--- config.mk ---
export PLATFORM = sky130hd
export DESIGN_NAME = borrow_chain_seq
export DESIGN_NICKNAME = d
export VERILOG_FILES = /design/src/rtl/borrow_chain_seq.sv
export SDC_FILE = /design/constraint.sdc
export NUM_CORES = 1
export LEC_CHECK = 0
export BUFFER_PORTS_ARGS = -buffer_cell sky130_fd_sc_hd__buf_2
export CAP_MARGIN = 0
export CORE_MARGIN = 3
export CORE_UTILIZATION = 60
export CTS_BUF_LIST = sky130_fd_sc_hd__clkbuf_2 sky130_fd_sc_hd__clkbuf_4 sky130_fd_sc_hd__clkbuf_8
export CTS_CLUSTER_SIZE = 16
export DETAILED_ROUTE_END_ITERATION = 16
export MAX_ROUTING_LAYER = met4
export PLACE_DENSITY_LB_ADDON = 0.3
export SYNTH_ARGS = -nofsm -noshare
export SYNTH_HDL_FRONTEND = slang
export SYNTH_SLANG_ARGS = --single-unit
--- constraint.sdc ---
create_clock -name clk -period 22.7 [get_ports clk]
set_input_delay 2.27 -clock clk [delete_from_list [all_inputs] [get_ports clk]]
set_output_delay 2.27 -clock clk [all_outputs]
set_load 0.02 [all_outputs]
--- src/rtl/borrow_chain_seq.sv ---
// Sequential borrow-ripple decrementer: oneC = twoC - (1 << LSB_POS) mod 2^WIDTH, CHUNK bits per cycle.
// Optional build macro EARLY_EXIT_EN: finish as soon as the borrow dies out instead of after all chunks.
module borrow_chain_seq #(
  parameter int WIDTH   = 19,
  parameter int CHUNK   = 4,
  parameter int LSB_POS = 1
) (
  input  logic             clk,
  input  logic             reset,
  input  logic             in_valid,
  output logic             in_ready,
  input  logic [WIDTH-1:0] twoC,
  output logic             out_valid,
  input  logic             out_ready,
  output logic [WIDTH-1:0] oneC,
  output logic             underflow
);

  localparam int NCH   = (WIDTH + CHUNK - 1) / CHUNK;
  localparam int IDX_W = (NCH > 1) ? $clog2(NCH) : 1;

  typedef enum logic [1:0] {
    IDLE,
    RUN,
    DONE
  } state_t;

  state_t             state;
  state_t             state_nxt;
  logic [WIDTH-1:0]   data;
  logic [WIDTH-1:0]   data_nxt;
  logic               borrow;
  logic               borrow_nxt;
  logic [IDX_W-1:0]   idx;
  logic               last_chunk;

  assign in_ready   = (state == IDLE);
  assign out_valid  = (state == DONE);
  assign oneC       = data;
  assign last_chunk = (idx == IDX_W'(NCH - 1));

  // Resolve the current chunk; scanning bits in ascending order lets the borrow ripple inside it.
  always_comb begin
    logic b;
    data_nxt = data;
    b        = borrow;
    for (int i = 0; i < WIDTH; i++) begin
      if ((IDX_W'(i / CHUNK) == idx) && (i >= LSB_POS)) begin
        data_nxt[i] = data[i] ^ b;
        b           = ~data[i] & b;
      end
    end
    borrow_nxt = b;
  end

  always_comb begin
    state_nxt = state;
    case (state)
      IDLE: if (in_valid) state_nxt = RUN;
      RUN: begin
        if (last_chunk) state_nxt = DONE;
`ifdef EARLY_EXIT_EN
        else if (!borrow_nxt) state_nxt = DONE;
`endif
      end
      DONE: if (out_ready) state_nxt = IDLE;
      default: state_nxt = IDLE;
    endcase
  end

  always_ff @(posedge clk) begin
    if (reset) begin
      state     <= IDLE;
      data      <= '0;
      borrow    <= 1'b0;
      idx       <= '0;
      underflow <= 1'b0;
    end else begin
      state <= state_nxt;
      case (state)
        IDLE: begin
          if (in_valid) begin
            data      <= twoC;
            borrow    <= 1'b1;
            idx       <= '0;
            underflow <= 1'b0;
          end
        end
        RUN: begin
          data   <= data_nxt;
          borrow <= borrow_nxt;
          idx    <= idx + IDX_W'(1);
          // An early exit leaves underflow at the 0 loaded on accept.
          if (last_chunk) underflow <= borrow_nxt;
        end
        default: ;
      endcase
    end
  end

endmodule

# ---- After elaboration in Yosys (flattened, before gate mapping)
# Index checks and enable logic that the tools add are counted.
dict set report classes {
  addsub 1
  n_eq_ne 15
  n_mux 49
  bitwise_logic 55
  reduce_logical 12
}
# op n
set ops {}
lappend ops {{2-to-1 mux 1 bit} 39}
lappend ops {{case mux 19 bit (2 select lines)} 1}
lappend ops {{AND reduction 3 bit} 8}
lappend ops {{2-to-1 mux 19 bit} 1}
lappend ops {{NOT 1 bit} 19}
lappend ops {{bitwise AND 1 bit} 18}
lappend ops {{XOR 1 bit} 18}
lappend ops {{!= test 2 bit, second input constant} 7}
lappend ops {{== test 2 x 3 -> 1 bit, first input constant} 2}
lappend ops {{2-to-1 mux 2 bit} 3}
lappend ops {{case mux 2 bit (3 select lines)} 1}
lappend ops {{case mux 3 bit (2 select lines)} 1}
lappend ops {{case mux 1 bit (2 select lines)} 2}
lappend ops {{adder 3 x 1 -> 3 bit, second input constant} 1}
lappend ops {{== test 1 x 3 -> 1 bit, first input constant} 1}
lappend ops {{== test 3 bit, first input constant} 1}
lappend ops {{== test 3 bit, second input constant} 1}
lappend ops {{logical NOT 3 bit} 1}
lappend ops {{2-to-1 mux 3 bit} 1}
lappend ops {{== test 2 x 1 -> 1 bit, second input constant} 1}
lappend ops {{== test 2 bit, second input constant} 1}
lappend ops {{logical NOT 2 bit} 1}
lappend ops {{!= test 2 x 1 -> 1 bit, second input constant} 1}
lappend ops {{AND reduction 2 bit} 1}
lappend ops {{nonzero test 2 bit} 1}
dict set report totals {
  register_bits 26
  in_bits 23
  out_inout_bits 22
  wordCells 142
}

# ---- Longest topological paths before layout
dict set report depth {
  word_depth 39
  mapped_depth 54
  depth_no_buf 53
}

# ---- Least setup slack after synthesis
# No wires, ideal clock.
dict set report synth_path {
  path_kind {register -> register}
  from {register idx[0]}
  to {register data[18], in the netlist oneC[18]}
  setup_time_ns 0.086
  t_arrival_ns 7.104
  path_slack_ns 15.511
  stages_incl_launch_ff 54
  n_path_buf 1
  cell_sequence {dfxtp_1 inv_1 ha_1 buf_2 nor2b_1 nand2b_1 nand2_1 ha_1 nand2_1 nand2_1 ha_1 nand2_1 nand2_1 ha_1 a21oi_1 o21ai_0 ha_1 a21oi_1 [... 18 more ...] ha_1 inv_1 a21oi_1 ha_1 inv_1 a21oi_1 ha_1 nor3b_1 nor3_1 o21ai_1 nor2_1 ha_1 nor2_1 nor2_1 ha_1 nor2_1 a21oi_1 a211oi_1}
}
dict set report synth_via {
  elab_chain_len 37
  elab_cells_between_ends 43
}
# item line
set synth_rtl {}
lappend synth_rtl {{start, declared} 34} ;# logic [IDX_W-1:0] idx;
lappend synth_rtl {{start signal, assigned} 92} ;# idx <= idx + IDX_W'(1);
lappend synth_rtl {{logical NOT 3 bit} 48} ;# if ((IDX_W'(i / CHUNK) == idx) && (i >= LSB_POS)) begin
lappend synth_rtl {{2-to-1 mux 1 bit} 48}
lappend synth_rtl {{bitwise AND 1 bit} 50} ;# b = ~data[i] & b;
lappend synth_rtl {{2-to-1 mux 1 bit} 48}
lappend synth_rtl {{bitwise AND 1 bit} 50}
lappend synth_rtl {{2-to-1 mux 1 bit} 48}
lappend synth_rtl {{bitwise AND 1 bit} 50}
lappend synth_rtl {{2-to-1 mux 1 bit} 48}
lappend synth_rtl {{[... 21 more ...]} -}
lappend synth_rtl {{2-to-1 mux 1 bit} 48}
lappend synth_rtl {{bitwise AND 1 bit} 50}
lappend synth_rtl {{2-to-1 mux 1 bit} 48}
lappend synth_rtl {{bitwise AND 1 bit} 50}
lappend synth_rtl {{2-to-1 mux 1 bit} 48}
lappend synth_rtl {{XOR 1 bit} 49} ;# data_nxt[i] = data[i] ^ b;
lappend synth_rtl {{2-to-1 mux 1 bit} 48}
lappend synth_rtl {{case mux 19 bit (2 select lines)} 80} ;# case (state)
lappend synth_rtl {{end signal, assigned} 83} ;# data <= twoC;
lappend synth_rtl {{end signal, assigned} 90} ;# data <= data_nxt;
lappend synth_rtl {{end, declared} 30} ;# logic [WIDTH-1:0] data;
# Parallel ways exist; a longest one is shown, timed or not. The select of a mux whose other input is x is not followed.
# A chain may end at the register's enable or synchronous reset.

# ---- Worst setup path after layout
dict set report layout_path {
  from {register idx[1]}
  to {register data[18], in the netlist oneC[18]}
}
# The elaborated chain is that of the path after synthesis.

==> impl_metrics.csv <==
group,metric,value,unit
clock_network,numCtsBuffers,3,
die,die_w,61.3,um
timing,slew_viol_final,0,
setup_path,timing.critical_path.buf_inv,4,
worst_hold_path,hp-class,"reg -> reg",
logic_synthesis,synth_area_leaders,"dfxtp_1, ha_1, nor2_1",
clock_network,cts_tree,"yes",
clock_network,root_buffer,"clkbuf_4",
layout,most-common-layout-cells,"nor2_1, buf_2, a21oi_1",
die,die_y,61.3,um
layout,nets,326,
placement,globalplace.congestion,0.839,
setup_path,cp_common_cell,"ha_1",
layout,final_common_cell,"nor2_1",
setup_path,cp_slowest_cell,"nor3b_1",
routing,wl_per_cell,12.4,um
placement,dp.final_hpwl,2850,um
timing,period_needed,8140,ps
clock_network,clockBufferDepth,2,
setup_path,critPathCaptureType,"flop",
global_routing,grt_pass1_wl,6350,um
clock_network,clk_pin_slew_worst_paths,130,ps
power,p_per_area,56.8,nW/um2
logic_synthesis,synth-warning-count,0,
logic_synthesis,ys_types,31,
timing,max_slew_margin,57.6,%
layout,post-route-util,72.8,%
die,fp-row-count,19,
global_routing,grtUsageTotal,22.6,%
clock_network,cts_resized,0,
die,num_io_pins,45,
timing,setup_violations,0,
status,status,"completed",
setup_path,critPathKind,"reg -> reg",
timing,clock_skew,2.30,ps
global_routing,grt_remaining_overflow,0,
clock_network,insertion_delay,320,ps
layout,fill_cells,249,
routing,wirelength,3820,um
power,vdd_drop_max,0.0000350,V
global_routing,grt_pass1_vias,1552,
setup_path,crit_required,22950,ps
routing,vias,1688,
setup_path,critical-path-top-delay-family,"adder cells",
logic_synthesis,syn_inst,244,
logic_synthesis,synth_top_area_share,28.3,%
routing,drt-pass1-iter-count,4,
placement,numPortBuffers,44,
logic_synthesis,syn_nets,290,
logic_synthesis,syn_area,1840,um2
setup_path,path_max_fanout,9,
clock_network,cts_hold_buf,0,
clock_network,htreeDepth,1,
global_routing,grt_max_degree,28,
clock_network,cts.sinks,26,
logic_synthesis,ys_seq_area_share,28.3,%
layout,area_growth,12.0,%
power,p_leak,0.000955,uW
routing,via_per_inst,5.46,
layout,antennaDiodeCount,0,
run,maxCapViolCount,0,
layout,drive_gt1_share,19.8,%
logic_synthesis,ys_ff_latch,26,
setup_path,cpPeakStageDelay,430,ps
die,core,2830,um2
logic_synthesis,avgSynthCellArea,7.53,um2
timing,finalHoldViolCount,0,
setup_path,critPathLaunchType,"flop",
routing,drc,0,
clock_network,post_cts_buffers,0,
global_routing,antenna_found_initial,0,
setup_path,cp_data_arrival_time,8390,ps
logic_synthesis,yosys.area.top_type,"dfxtp_1",
routing,postRouteAntennaNets,0,
routing,first_iter_violations,52,
timing,finalCritPeriodShare,35.8,%
die,dieArea,3760,um2
timing,setup_tns,0,ps
timing,rsz0062_at_grt,"no",
timing,tightestPinTransition,636,ps
die,initial_core_util,65.0,%
timing,fmax,123,MHz
cell usage after synthesis:
cell type and number:
nor2_1 46, clkbuf_1 6, nor4b_2 1, nor3_1 1, nor3b_1 4, a211oi_2 1
nand3b_1 3, a221o_1 1, and3b_1 1, o21ai_0 5, buf_1 1, ha_1 23
buf_6 1, o21ai_1 1, a21oi_1 32, a22oi_1 1, o211ai_1 3, nor4b_1 1
a21oi_2 4, buf_2 6, nand2b_1 6, nand2_1 13, o21bai_1 1, a21o_1 4
inv_1 28, nor2b_1 3, a2111oi_4 1, nand3_1 2, o32ai_1 1, a211oi_1 17
dfxtp_1 26
state kept, by name, indices dropped and copies added, names as in the netlist:
name,flops
oneC,19
idx,3
state,2
borrow,1
underflow,1
where the power goes:
part	internal [uW]	switching [uW]	total (uW)
sequential	49.4	3.13	52.5
clock	6.23	13.4	19.6
combinational	18.5	26.3	44.8
total	74.2	42.8	117
metrics by stage:
step	cell area, um2	total power [uW]	worst slack (ps)	instances	hold slack, ps
floorplan	1840	87.0	15510	244	518
global placement	2040	97.2	14780	306	441
detailed placement	2040	98.3	14650	306	453
CTS	2060	118	14600	309	472
global route	2060	126	13770	309	509
finish	2060	117	14560	309	470
worst register-to-register path, delay by kind of cell (launching register included):
family,cells,cell delay [ps]
simple gates,14,1850
fa+ha+maj,17,3570
buf+inv,4,250
compound gates,17,2040
flops,1,370
logic make-up after synthesis:
| logic type | synth area share, % |
|---|---|
| compound gates | 26.1 |
| fa+ha+maj | 15.7 |
| buf+inv | 9.39 |
| flops | 28.3 |
| simple gates | 20.6 |
final cells by class:
type / instances / area [um2] / area share [%]
Clock buffer: 3 / 22.5 / 1.09
Inverter: 28 / 105 / 5.10
Multi-Input combinational cell: 176 / 1140 / 55.6
Sequential cell: 26 / 520 / 25.3
Tap cell: 31 / 38.8 / 1.88
Timing Repair Buffer: 45 / 228 / 11.1
worst paths after layout:
check	startpoint	cells after the start	slack, ps	endpoint
max	idx[1]	52	14560	oneC[18]
min	oneC[0]	2	470	oneC[0]
max reg2reg	idx[1]	52	14560	oneC[18]
min reg2reg	oneC[0]	2	470	oneC[0]
routing by layer:
| metal | wire length (um) | track usage, % | vias to the layer above |
|---|---|---|---|
| li1 | - | - | 901 |
| met4 | 34 | 5.45 | 0 |
| met1 | 1860 | 27.9 | 751 |
| met2 | 1760 | 38.1 | 32 |
| met5 | 0 | - | - |
| met3 | 167 | 4.40 | 4 |
(Power assumes the default switching activity.)
